$ cat src/rtl/cpu_pkg.sv
// rtl/cpu_pkg.sv - shared constants, field positions and instruction classifier for cpu_ctrl
//   Holds FSM state codes, opcode/op values, instruction field offsets and
//   a classify() helper that maps {opcode, op} to an instruction kind.
package cpu_pkg;

  // FSM state codes
  localparam logic [2:0] S_IDLE      = 3'd0;
  localparam logic [2:0] S_DECODE    = 3'd1;
  localparam logic [2:0] S_GET_A     = 3'd2;
  localparam logic [2:0] S_GET_B     = 3'd3;
  localparam logic [2:0] S_EXEC      = 3'd4;
  localparam logic [2:0] S_WRITE_REG = 3'd5;
  localparam logic [2:0] S_WRITE_IMM = 3'd6;
  localparam logic [2:0] S_HALT      = 3'd7;

  // opcode field values
  localparam logic [2:0] OPC_ALU  = 3'b101;
  localparam logic [2:0] OPC_MOV  = 3'b110;
  localparam logic [2:0] OPC_HALT = 3'b111;

  // op field values
  localparam logic [1:0] OP_ADD     = 2'b00;
  localparam logic [1:0] OP_CMP     = 2'b01;
  localparam logic [1:0] OP_AND     = 2'b10;
  localparam logic [1:0] OP_MVN     = 2'b11;
  localparam logic [1:0] OP_MOV_REG = 2'b00;
  localparam logic [1:0] OP_MOV_IMM = 2'b10;

  // instruction field LSB positions
  localparam int OPC_LSB = 13;
  localparam int OP_LSB  = 11;
  localparam int RN_LSB  = 8;
  localparam int RD_LSB  = 5;
  localparam int SH_LSB  = 3;
  localparam int RM_LSB  = 0;

  typedef enum logic [2:0] {
    K_UNDEF, K_MOV_IMM, K_MOV_REG, K_MVN, K_ADD, K_CMP, K_AND, K_HALT
  } instr_kind_e;

  // 110/01 and 110/11 are not defined and fall into K_UNDEF with every
  // opcode other than 101, 110 and 111.
  function automatic instr_kind_e classify(input logic [2:0] opcode, input logic [1:0] op);
    instr_kind_e k;
    k = K_UNDEF;
    if (opcode == OPC_HALT) begin
      k = K_HALT;
    end else if (opcode == OPC_MOV) begin
      if (op == OP_MOV_IMM)      k = K_MOV_IMM;
      else if (op == OP_MOV_REG) k = K_MOV_REG;
    end else if (opcode == OPC_ALU) begin
      case (op)
        OP_ADD:  k = K_ADD;
        OP_CMP:  k = K_CMP;
        OP_AND:  k = K_AND;
        default: k = K_MVN;
      endcase
    end
    return k;
  endfunction

endpackage

$ cat src/rtl/cpu_ctrl_if.sv
// rtl/cpu_ctrl_if.sv - instruction handshake and datapath control bundle for cpu_ctrl
//   master: instruction source / datapath side (drives in_instr, in_valid)
//   slave : cpu_ctrl (drives in_ready, register indices, selects, enables,
//           immediates, done, halted)
interface cpu_ctrl_if;
  logic [15:0] in_instr;
  logic        in_valid;
  logic        in_ready;
  logic [2:0]  readnum;
  logic [2:0]  writenum;
  logic [1:0]  vsel;
  logic        loada;
  logic        loadb;
  logic        loadc;
  logic        loads;
  logic        write;
  logic        asel;
  logic [1:0]  bsel;
  logic [1:0]  shift;
  logic [1:0]  ALUop;
  logic [15:0] sximm8;
  logic [15:0] sximm5;
  logic        done;
  logic        halted;

  modport master (
    output in_instr, in_valid,
    input  in_ready, readnum, writenum, vsel, loada, loadb, loadc, loads,
           write, asel, bsel, shift, ALUop, sximm8, sximm5, done, halted
  );

  modport slave (
    input  in_instr, in_valid,
    output in_ready, readnum, writenum, vsel, loada, loadb, loadc, loads,
           write, asel, bsel, shift, ALUop, sximm8, sximm5, done, halted
  );
endinterface

$ cat src/rtl/instr_dec.sv
// rtl/instr_dec.sv - combinational field extraction and immediate sign extension
//   in : ir[15:0]
//   out: opcode, op, rn, rd, shift, rm, sximm8, sximm5
module instr_dec
  import cpu_pkg::*;
(
  input  logic [15:0] ir,
  output logic [2:0]  opcode,
  output logic [1:0]  op,
  output logic [2:0]  rn,
  output logic [2:0]  rd,
  output logic [1:0]  shift,
  output logic [2:0]  rm,
  output logic [15:0] sximm8,
  output logic [15:0] sximm5
);
  assign opcode = ir[OPC_LSB +: 3];
  assign op     = ir[OP_LSB +: 2];
  assign rn     = ir[RN_LSB +: 3];
  assign rd     = ir[RD_LSB +: 3];
  assign shift  = ir[SH_LSB +: 2];
  assign rm     = ir[RM_LSB +: 3];
  assign sximm8 = {{8{ir[7]}}, ir[7:0]};
  assign sximm5 = {{11{ir[4]}}, ir[4:0]};
endmodule

$ cat src/rtl/cpu_ctrl.sv
// rtl/cpu_ctrl.sv - multi-cycle instruction controller FSM
//   clk     : sole clock
//   reset_n : asynchronous active-low reset
//   bus     : cpu_ctrl_if.slave (instruction handshake in, datapath controls out)
module cpu_ctrl
  import cpu_pkg::*;
(
  input  logic       clk,
  input  logic       reset_n,
  cpu_ctrl_if.slave  bus
);
  logic [2:0]  state;
  logic [2:0]  state_nxt;
  logic [15:0] ir;

  logic [2:0]  opcode;
  logic [1:0]  op;
  logic [2:0]  rn;
  logic [2:0]  rd;
  logic [1:0]  ir_shift;
  logic [2:0]  rm;
  logic [15:0] imm8_sx;
  logic [15:0] imm5_sx;
  instr_kind_e kind;

  instr_dec u_dec (
    .ir     (ir),
    .opcode (opcode),
    .op     (op),
    .rn     (rn),
    .rd     (rd),
    .shift  (ir_shift),
    .rm     (rm),
    .sximm8 (imm8_sx),
    .sximm5 (imm5_sx)
  );

  assign kind       = classify(opcode, op);
  assign bus.sximm8 = imm8_sx;
  assign bus.sximm5 = imm5_sx;

  // IR only loads on an accept, so in_instr is ignored outside IDLE.
  always_ff @(posedge clk or negedge reset_n) begin
    if (!reset_n) begin
      state <= S_IDLE;
      ir    <= '0;
    end else begin
      state <= state_nxt;
      if (state == S_IDLE && bus.in_valid) ir <= bus.in_instr;
    end
  end

  always_comb begin
    state_nxt = state;
    case (state)
      S_IDLE:   if (bus.in_valid) state_nxt = S_DECODE;
      S_DECODE: begin
        case (kind)
          K_MOV_IMM:           state_nxt = S_WRITE_IMM;
          K_MOV_REG, K_MVN:    state_nxt = S_GET_B;
          K_ADD, K_CMP, K_AND: state_nxt = S_GET_A;
          K_HALT:              state_nxt = S_HALT;
          default:             state_nxt = S_IDLE;
        endcase
      end
      S_GET_A:     state_nxt = S_GET_B;
      S_GET_B:     state_nxt = S_EXEC;
      S_EXEC:      state_nxt = (kind == K_CMP) ? S_IDLE : S_WRITE_REG;
      S_WRITE_REG: state_nxt = S_IDLE;
      S_WRITE_IMM: state_nxt = S_IDLE;
      S_HALT:      state_nxt = S_HALT;
      default:     state_nxt = S_IDLE;
    endcase
  end

  // Moore outputs: every enable/select is 0 unless the current state names it.
  always_comb begin
    bus.in_ready = 1'b0;
    bus.readnum  = 3'd0;
    bus.writenum = 3'd0;
    bus.vsel     = 2'b00;
    bus.loada    = 1'b0;
    bus.loadb    = 1'b0;
    bus.loadc    = 1'b0;
    bus.loads    = 1'b0;
    bus.write    = 1'b0;
    bus.asel     = 1'b0;
    bus.bsel     = 2'b00;
    bus.shift    = 2'b00;
    bus.ALUop    = 2'b00;
    bus.done     = 1'b0;
    bus.halted   = 1'b0;
    case (state)
      S_IDLE:   bus.in_ready = 1'b1;
      S_DECODE: bus.done = (kind == K_UNDEF);
      S_GET_A: begin
        bus.readnum = rn;
        bus.loada   = 1'b1;
      end
      S_GET_B: begin
        bus.readnum = rm;
        bus.loadb   = 1'b1;
      end
      S_EXEC: begin
        bus.shift = ir_shift;
        bus.bsel  = 2'b00;
        // MOV reg and MVN pass B through against a zero A operand.
        if (kind == K_MOV_REG) begin
          bus.asel  = 1'b1;
          bus.ALUop = 2'b00;
        end else if (kind == K_MVN) begin
          bus.asel  = 1'b1;
          bus.ALUop = 2'b11;
        end else begin
          bus.asel  = 1'b0;
          bus.ALUop = op;
        end
        if (kind == K_CMP) begin
          bus.loads = 1'b1;
          bus.done  = 1'b1;
        end else begin
          bus.loadc = 1'b1;
        end
      end
      S_WRITE_REG: begin
        bus.vsel     = 2'b00;
        bus.writenum = rd;
        bus.write    = 1'b1;
        bus.done     = 1'b1;
      end
      S_WRITE_IMM: begin
        bus.vsel     = 2'b10;
        bus.writenum = rn;
        bus.write    = 1'b1;
        bus.done     = 1'b1;
      end
      S_HALT:  bus.halted = 1'b1;
      default: ;
    endcase
  end
endmodule

$ cat src/flat_wrapper.sv
// flat-port wrapper written by rule: the top's interface ports become plain ports
module cpu_ctrl_flat import cpu_pkg::*;
  (clk, reset_n, bus_in_instr, bus_in_valid, bus_in_ready, bus_readnum, bus_writenum, bus_vsel, bus_loada, bus_loadb, bus_loadc, bus_loads, bus_write, bus_asel, bus_bsel, bus_shift, bus_ALUop, bus_sximm8, bus_sximm5, bus_done, bus_halted);
  cpu_ctrl_if bus_i ();
  input  logic clk;
  input  logic reset_n;
  input wire logic [$bits(bus_i.in_instr)-1:0] bus_in_instr;
  input wire logic [$bits(bus_i.in_valid)-1:0] bus_in_valid;
  output wire logic [$bits(bus_i.in_ready)-1:0] bus_in_ready;
  output wire logic [$bits(bus_i.readnum)-1:0] bus_readnum;
  output wire logic [$bits(bus_i.writenum)-1:0] bus_writenum;
  output wire logic [$bits(bus_i.vsel)-1:0] bus_vsel;
  output wire logic [$bits(bus_i.loada)-1:0] bus_loada;
  output wire logic [$bits(bus_i.loadb)-1:0] bus_loadb;
  output wire logic [$bits(bus_i.loadc)-1:0] bus_loadc;
  output wire logic [$bits(bus_i.loads)-1:0] bus_loads;
  output wire logic [$bits(bus_i.write)-1:0] bus_write;
  output wire logic [$bits(bus_i.asel)-1:0] bus_asel;
  output wire logic [$bits(bus_i.bsel)-1:0] bus_bsel;
  output wire logic [$bits(bus_i.shift)-1:0] bus_shift;
  output wire logic [$bits(bus_i.ALUop)-1:0] bus_ALUop;
  output wire logic [$bits(bus_i.sximm8)-1:0] bus_sximm8;
  output wire logic [$bits(bus_i.sximm5)-1:0] bus_sximm5;
  output wire logic [$bits(bus_i.done)-1:0] bus_done;
  output wire logic [$bits(bus_i.halted)-1:0] bus_halted;
  assign bus_i.in_instr = bus_in_instr;
  assign bus_i.in_valid = bus_in_valid;
  assign bus_in_ready = bus_i.in_ready;
  assign bus_readnum = bus_i.readnum;
  assign bus_writenum = bus_i.writenum;
  assign bus_vsel = bus_i.vsel;
  assign bus_loada = bus_i.loada;
  assign bus_loadb = bus_i.loadb;
  assign bus_loadc = bus_i.loadc;
  assign bus_loads = bus_i.loads;
  assign bus_write = bus_i.write;
  assign bus_asel = bus_i.asel;
  assign bus_bsel = bus_i.bsel;
  assign bus_shift = bus_i.shift;
  assign bus_ALUop = bus_i.ALUop;
  assign bus_sximm8 = bus_i.sximm8;
  assign bus_sximm5 = bus_i.sximm5;
  assign bus_done = bus_i.done;
  assign bus_halted = bus_i.halted;
  cpu_ctrl u_core (.clk(clk), .reset_n(reset_n), .bus(bus_i));
endmodule
$ cat config.mk
export PLATFORM = sky130hd
export DESIGN_NAME = cpu_ctrl_flat
export DESIGN_NICKNAME = d
export VERILOG_FILES = /design/src/rtl/cpu_pkg.sv /design/src/rtl/cpu_ctrl_if.sv /design/src/rtl/instr_dec.sv /design/src/rtl/cpu_ctrl.sv /design/src/flat_wrapper.sv
export SDC_FILE = /design/constraint.sdc
export NUM_CORES = 1
export LEC_CHECK = 0
export ABC_CLOCK_PERIOD_IN_PS = 2300
export BUFFER_PORTS_ARGS = -buffer_cell sky130_fd_sc_hd__buf_2
export CORE_UTILIZATION = 44
export CTS_CLUSTER_DIAMETER = 80
export DETAILED_ROUTE_END_ITERATION = 12
export GPL_TIMING_DRIVEN = 0
export PLACE_DENSITY_LB_ADDON = 0.08
export SYNTH_ARGS = -nofsm -noshare
export SYNTH_HDL_FRONTEND = slang
export SYNTH_SLANG_ARGS = --single-unit
$ cat constraint.sdc
create_clock -name clk -period 2.3 [get_ports clk]
set_clock_uncertainty 0.05 [all_clocks]
set_input_delay 0.23 -clock clk [delete_from_list [all_inputs] [get_ports clk]]
set_output_delay 0.23 -clock clk [all_outputs]
set_load 0.02 [all_outputs]
==> results of run 1 <==
[how the worst min path moves through the flow]
| stage | from | end | slack [ps] | cells after the start |
|---|---|---|---|---|
| 2_1_floorplan | reset_n | u_core.ir[0]$_DFFE_PN0P_ | -120 | 0 |
| 3_3_place_gp | reset_n | u_core.ir[7]$_DFFE_PN0P_ | 150 | 1 |
| 3_5_place_dp | reset_n | u_core.ir[7]$_DFFE_PN0P_ | 160 | 1 |
| 4_1_cts | bus_in_instr[13] | u_core.ir[13]$_DFFE_PN0P_ | 60 | 3 |
| 5_1_grt | bus_in_instr[0] | u_core.ir[0]$_DFFE_PN0P_ | 70 | 2 |
| 6_report | bus_in_instr[13] | u_core.ir[13]$_DFFE_PN0P_ | 70 | 3 |
[worst max-delay path: stages (launching register included)]
cell and delay, ps:
dfrtp_1 390, clkbuf_2 160, clkbuf_1 220, nor3_1 450, a22o_1 200, buf_2 160
[through the flow]
step	hold slack (ps)	total power, W	setup slack, ps	std cells	utilization (%)
floorplan	-116	0.00226	357	133	-
CTS	60.1	0.00298	123	239	63.3
detailed placement	157	0.00278	358	234	61.7
finish	68.5	0.00295	131	239	63.3
global route	67.1	0.00316	30.6	239	63.3
global placement	148	0.00273	370	234	61.7
[area by class of cell]
type,count,area share [%]
Clock buffer,3,1.25
Multi-Input combinational cell,69,31.7
Buffer,42,17.5
Tap cell,31,2.15
Clock inverter,1,0.416
Timing Repair Buffer,71,20.0
Inverter,3,0.624
Sequential cell,19,26.3
[registers in the layout (all words and copies together) (netlist names)]
register / cells
u_core.ir: 16
u_core.state: 3
[power breakdown]
group | switching [W] | internal [W]
registers | 0.000195 | 0.000500
clock network | 0.000117 | 0.0000664
logic | 0.00105 | 0.00103
total | 0.00136 | 0.00159
[cells by family after synthesis]
family | after synthesis | synth area share (%)
mux | 15 | 14.6
simple gates | 29 | 13.9
other cells | 1 | 0.275
xor+xnor | 1 | 0.642
compound gates | 21 | 11.7
flops | 19 | 34.9
buf+inv | 45 | 24.0
[per-layer routing]
layer / vias up / global-route usage, % / wire length [um]
met4: 0 / 7.14 / 43
met1: 546 / 21.3 / 1230
met3: 5 / 3.13 / 245
li1: 569 / - / -
met2: 55 / 31.9 / 1310
met5: - / 0 / 0
[cell usage after synthesis (all sizes together)]
master / count
nor2: 2
and2: 4
clkbuf: 4
nor4b: 2
nor2b: 6
and3: 1
nor3b: 2
o21a: 1
o21ai: 3
a21oi: 1
a22o: 3
o31ai: 2
o311ai: 1
nand2b: 1
o22ai: 1
o31a: 1
a32o: 1
nor3: 3
buf: 38
o211ai: 1
nand2: 5
inv: 3
a311o: 1
xnor2: 1
a22oi: 4
dfrtp: 19
mux2: 15
a21o: 1
conb: 1
or3b: 1
and2b: 2
[timing repair]
item | CTS | global route
setup endpoints to repair | 1 | 0
hold buffers | 1 | 0
gates resized for setup | 1 | 0
endpoints found under the hold margin | 19 | 0
==> flow_summary.yaml, run 1 <==
die:
  num_rows: 19
  die_y_um: 57.7
  initial_core_util_pct: 47.8
  ios: 74
  die-area_sq_mm: 0.00333
  fp.coreArea_sq_mm: 0.00285
  die_w_um: 57.7
placement:
  post_dp_cell_area_sq_mm: 0.00176
  port_buffers: 70
  hpwl_um: 2220
  gp_congestion: 0.824
sta:
  period_share_pct: 94.3
  hold_viol: 0
  max_freq_ghz: 0.461
  maxSlewHeadroom_pct: 55.6
  final_max_slew_viol_count: 0
  tightestPinTransition_ps: 663
  rsz0062_at_grt: "no"
  setup_viol: 0
  finalSetupTns_ps: 0
  post-route-min-period_ps: 2170
cells_and_area:
  nets: 228
  nFillCells: 254
  seq_area_sq_um: 475
  insertedDiodeCount: 0
  syn_to_final_growth_pct: 32.4
  drive_above_1_share_pct: 64.4
  mostFrequentLayoutCell: "buf_2"
  final_cell_mix: "buf_2, buf_4, dfrtp_1"
  multi_input_area_sq_um: 573
  final_cell_area_sq_mm: 0.00181
worst_setup_path:
  reg2reg_to: "u_core.ir[11]$_DFFE_PN0P_"
  critPathKind: "reg2out"
  reg2reg_slack_ps: 420
  critPathArrivalTime_ps: 1890
  crit_end: "bus_readnum[2]"
  r2r-start: "u_core.state[0]$_DFFE_PN0P_"
  endpoint_kind: "output port"
  crit_start: "u_core.state[2]$_DFFE_PN0P_"
  reg2reg_depth: 4
  worst_setup_path_start_kind: "flop"
  cp.required_ps: 2020
  crit_fanout: 10
global_route:
  first_global_vias: 1038
  grt-ovfl-total: 0
  grt_usage_pct: 17.8
  grt_first_pass_wirelength_um: 4550
  grt_max_degree: 20
  grt_antenna_before_repair: 0
routing:
  wirelength_um: 2840
  ant_nets: 0
  routedWlPerCell_um: 11.9
  drc_errors: 9
  drtIter0Drc: 44
  first_pass_iters: 8
  viasPerCell: 4.92
  via_count: 1175
outcome:
  failed_checks: "design-rule violations"
  status: "finished with violations"
yosys:
  syn_inst: 131
  seq_area_frac_synth_pct: 34.9
  ys_top_cells_by_area: "dfrtp_1, buf_4, mux2_4"
  synth_area_sq_mm: 0.00136
  yosys.area.top_type_share_pct: 34.9
  yosys_warnings: 0
  yosys.area.top_type: "dfrtp_1"
  synth_seq_cells: 19
  synth.avg_cell_area_sq_um: 10.4
  yosysUniqueCellTypes: 36
cts:
  cts_made_buffers: 3
  clock_path_buffers: 2
  worstSkewPairLatency_ps: 310
  htreeDepth: 1
  path_clk_slew_ps: 120
  cts_tree: "done"
  post-cts-setup-buffer-count: 0
  cts_root_buffer: "clkbuf_4"
  cts.sinks: 19
power:
  powerDensity_mw_per_mm2: 1640
  ir_worst_vdd_mv: 0.822
  leakagePower_nw: 0.970
min_path:
  hold_path_class: "in2reg"
job:
  maxCapViolCount: 0
Power figures use the tool's default switching activity.
==> run 2, diff against run 1 <==
Settings changed: BUFFER_PORTS_ARGS -buffer_cell sky130_fd_sc_hd__buf_2 to -buffer_cell sky130_fd_sc_hd__clkbuf_2.
==> run 2 against run 1 <==
Compared with the run above: the flow still finishes with violations (design-rule violations); worst hold slack better by 5.7 ps; combinational power is essentially flat; worst setup slack better by 34 ps; register-to-register slack hardly changed; clock-buffer cell count is the same; first-iteration DRC count grew 14%; critical path type unchanged; die area unchanged; total power up 0.40%; clock power is essentially flat; design area grew 0.55%.
==> flow_summary.yaml, run 2 (synthesis gave the netlist of run 1 again) <==
outcome:
  status: "finished with violations"
  failed_checks: "design-rule violations"
routing:
  drc_errors: 9
  via_count: 1136
  first_pass_iters: 8
  ant_nets: 0
  wirelength_um: 2880
  viasPerCell: 4.75
  routedWlPerCell_um: 12.0
  drtIter0Drc: 50
worst_setup_path:
  critPathArrivalTime_ps: 1860
  slowest_delay_ps: 510
  critPathKind: "reg2out"
  crit_fanout: 10
  cp_top_family: "simple AND/OR/NAND/NOR gates"
  worst_setup_path_start_kind: "flop"
  crit_buf_inv: 2
  worst_path_max_delay_cell: "or3b_2"
  endpoint_kind: "output port"
  path_cells: "clkbuf_1, or3b_2, o22ai_1, and3_1, clkbuf_2"
  cp.required_ps: 2020
power:
  p_sw_w: 0.00138
  leakagePower_nw: 0.965
  p_int_w: 0.00159
  pwr-share-seq_pct: 23.5
  swShare_pct: 46.5
  ir_worst_vdd_mv: 0.800
  powerDensity_mw_per_mm2: 1630
  clockPowerShare_pct: 6.1
  power_frac_comb_pct: 70.4
die:
  die-area_sq_mm: 0.00333
  ios: 74
  fp.coreArea_sq_mm: 0.00285
  num_rows: 19
  initial_core_util_pct: 47.8
  die_y_um: 57.7
  die_w_um: 57.7
global_route:
  first_global_vias: 975
  grt_usage_pct: 18.2
  grt_antenna_before_repair: 0
  grt_max_degree: 20
  grt-ovfl-total: 0
  grt_first_pass_wirelength_um: 4540
cts:
  clock_path_buffers: 2
  htreeDepth: 1
  worstSkewPairLatency_ps: 310
  post-cts-setup-buffer-count: 0
  path_clk_slew_ps: 120
  cts_root_buffer: "clkbuf_4"
  cts_made_buffers: 3
  cts_tree: "done"
  cts.sinks: 19
sta:
  maxSlewHeadroom_pct: 57.3
  max_freq_ghz: 0.468
  final_max_slew_viol_count: 0
  holdWs_ps: 74.3
  finalSetupTns_ps: 0
  period_share_pct: 92.8
  hold_viol: 0
  post-route-min-period_ps: 2140
  rsz0062_at_grt: "no"
  tightestPinTransition_ps: 638
  setup_viol: 0
cells_and_area:
  multi_input_area_sq_um: 583
  nets: 228
  largest_reg_flops: 16
  mostFrequentLayoutCell: "clkbuf_2"
  final_cell_mix: "clkbuf_2, buf_4, dfrtp_1"
  insertedDiodeCount: 0
  nFillCells: 265
  regMostFlops: "u_core.ir"
  reg_top3: "u_core.ir x16, u_core.state x3"
  drive_above_1_share_pct: 65.4
  seq_area_sq_um: 475
  syn_to_final_growth_pct: 33.1
placement:
  port_buffers: 70
  gp_congestion: 0.801
  hpwl_um: 2230
min_path:
  hold_path_class: "in2reg"
job:
  maxCapViolCount: 0
==> run 2: cell types whose count changed in the layout (fill, tap and decap cells not counted) <==
cell / before / now
nor3_2: 0 / 2
nor3_1: 3 / 1
buf_2: 70 / 0
clkbuf_2: 1 / 71
==> run 2: worst min-delay path: cells and delay by family <==
family | cells | cell delay [ps]
buffers and inverters | 1 | 70
and+or+nand+nor | 1 | 40
AOI/OAI and AO/OA | 1 | 60
==> run 2: timing repair <==
item | in CTS | in global routing
endpoints found under the hold margin | 19 | 0
resized for setup | 1 | 2
gates cloned | 0 | 0
setup endpoints to repair | 1 | 3
pin swaps | 0 | 0
hold buffers | 1 | 0
==> run 2: cell type report <==
class,instances,area share [%]
multi-input cells,69,32.1
flip-flops and latches,19,26.2
repair buffers,71,19.8
plain buffers,42,17.4
well taps,31,2.14
clock buffers,3,1.24
inverters,3,0.620
clock inverters,1,0.414
==> run 2: worst paths after layout <==
check	slack, ps	start	cells after the start	to
worst max-delay path	160	u_core.ir[12]$_DFFE_PN0P_	5	bus_asel
worst min-delay path	70	bus_in_instr[13]	3	u_core.ir[13]$_DFFE_PN0P_
worst max register to register	430	u_core.state[0]$_DFFE_PN0P_	4	u_core.ir[14]$_DFFE_PN0P_
worst min register to register	510	u_core.ir[3]$_DFFE_PN0P_	1	u_core.ir[3]$_DFFE_PN0P_
max in group asynchronous	1510	reset_n	2	u_core.ir[11]$_DFFE_PN0P_
min in group asynchronous	350	reset_n	2	u_core.ir[7]$_DFFE_PN0P_
==> run 2: per-stage QoR <==
step | worst slack, ps | cells | instance area, sq um | util [%] | total power [W]
after floorplan | 357 | 133 | 1370 | - | 0.00226
after global placement | 352 | 234 | 1760 | 61.7 | 0.00274
after detailed placement | 350 | 234 | 1760 | 61.7 | 0.00279
after CTS | 60.9 | 239 | 1810 | 63.3 | 0.00299
after global routing | 63.7 | 239 | 1820 | 63.6 | 0.00317
final | 165 | 239 | 1820 | 63.6 | 0.00296
==> run 2: per-layer routing <==
metal | GRT usage, % | part of all wire [%] | up-vias
met5 | 0 | 0 | -
met4 | 9.18 | 1.9 | 0
met3 | 3.35 | 8.2 | 5
met2 | 29.9 | 48 | 53
met1 | 23.0 | 42 | 507
li1 | - | - | 571
==> run 2: power groups by stage <==
stage	sequential [W]	combinational [W]	clock, W
global placement	0.000686	0.00205	0
finish	0.000696	0.00209	0.000180
CTS	0.000698	0.00210	0.000191
detailed placement	0.000705	0.00209	0
floorplan	0.000649	0.00161	0
global route	0.000731	0.00224	0.000204
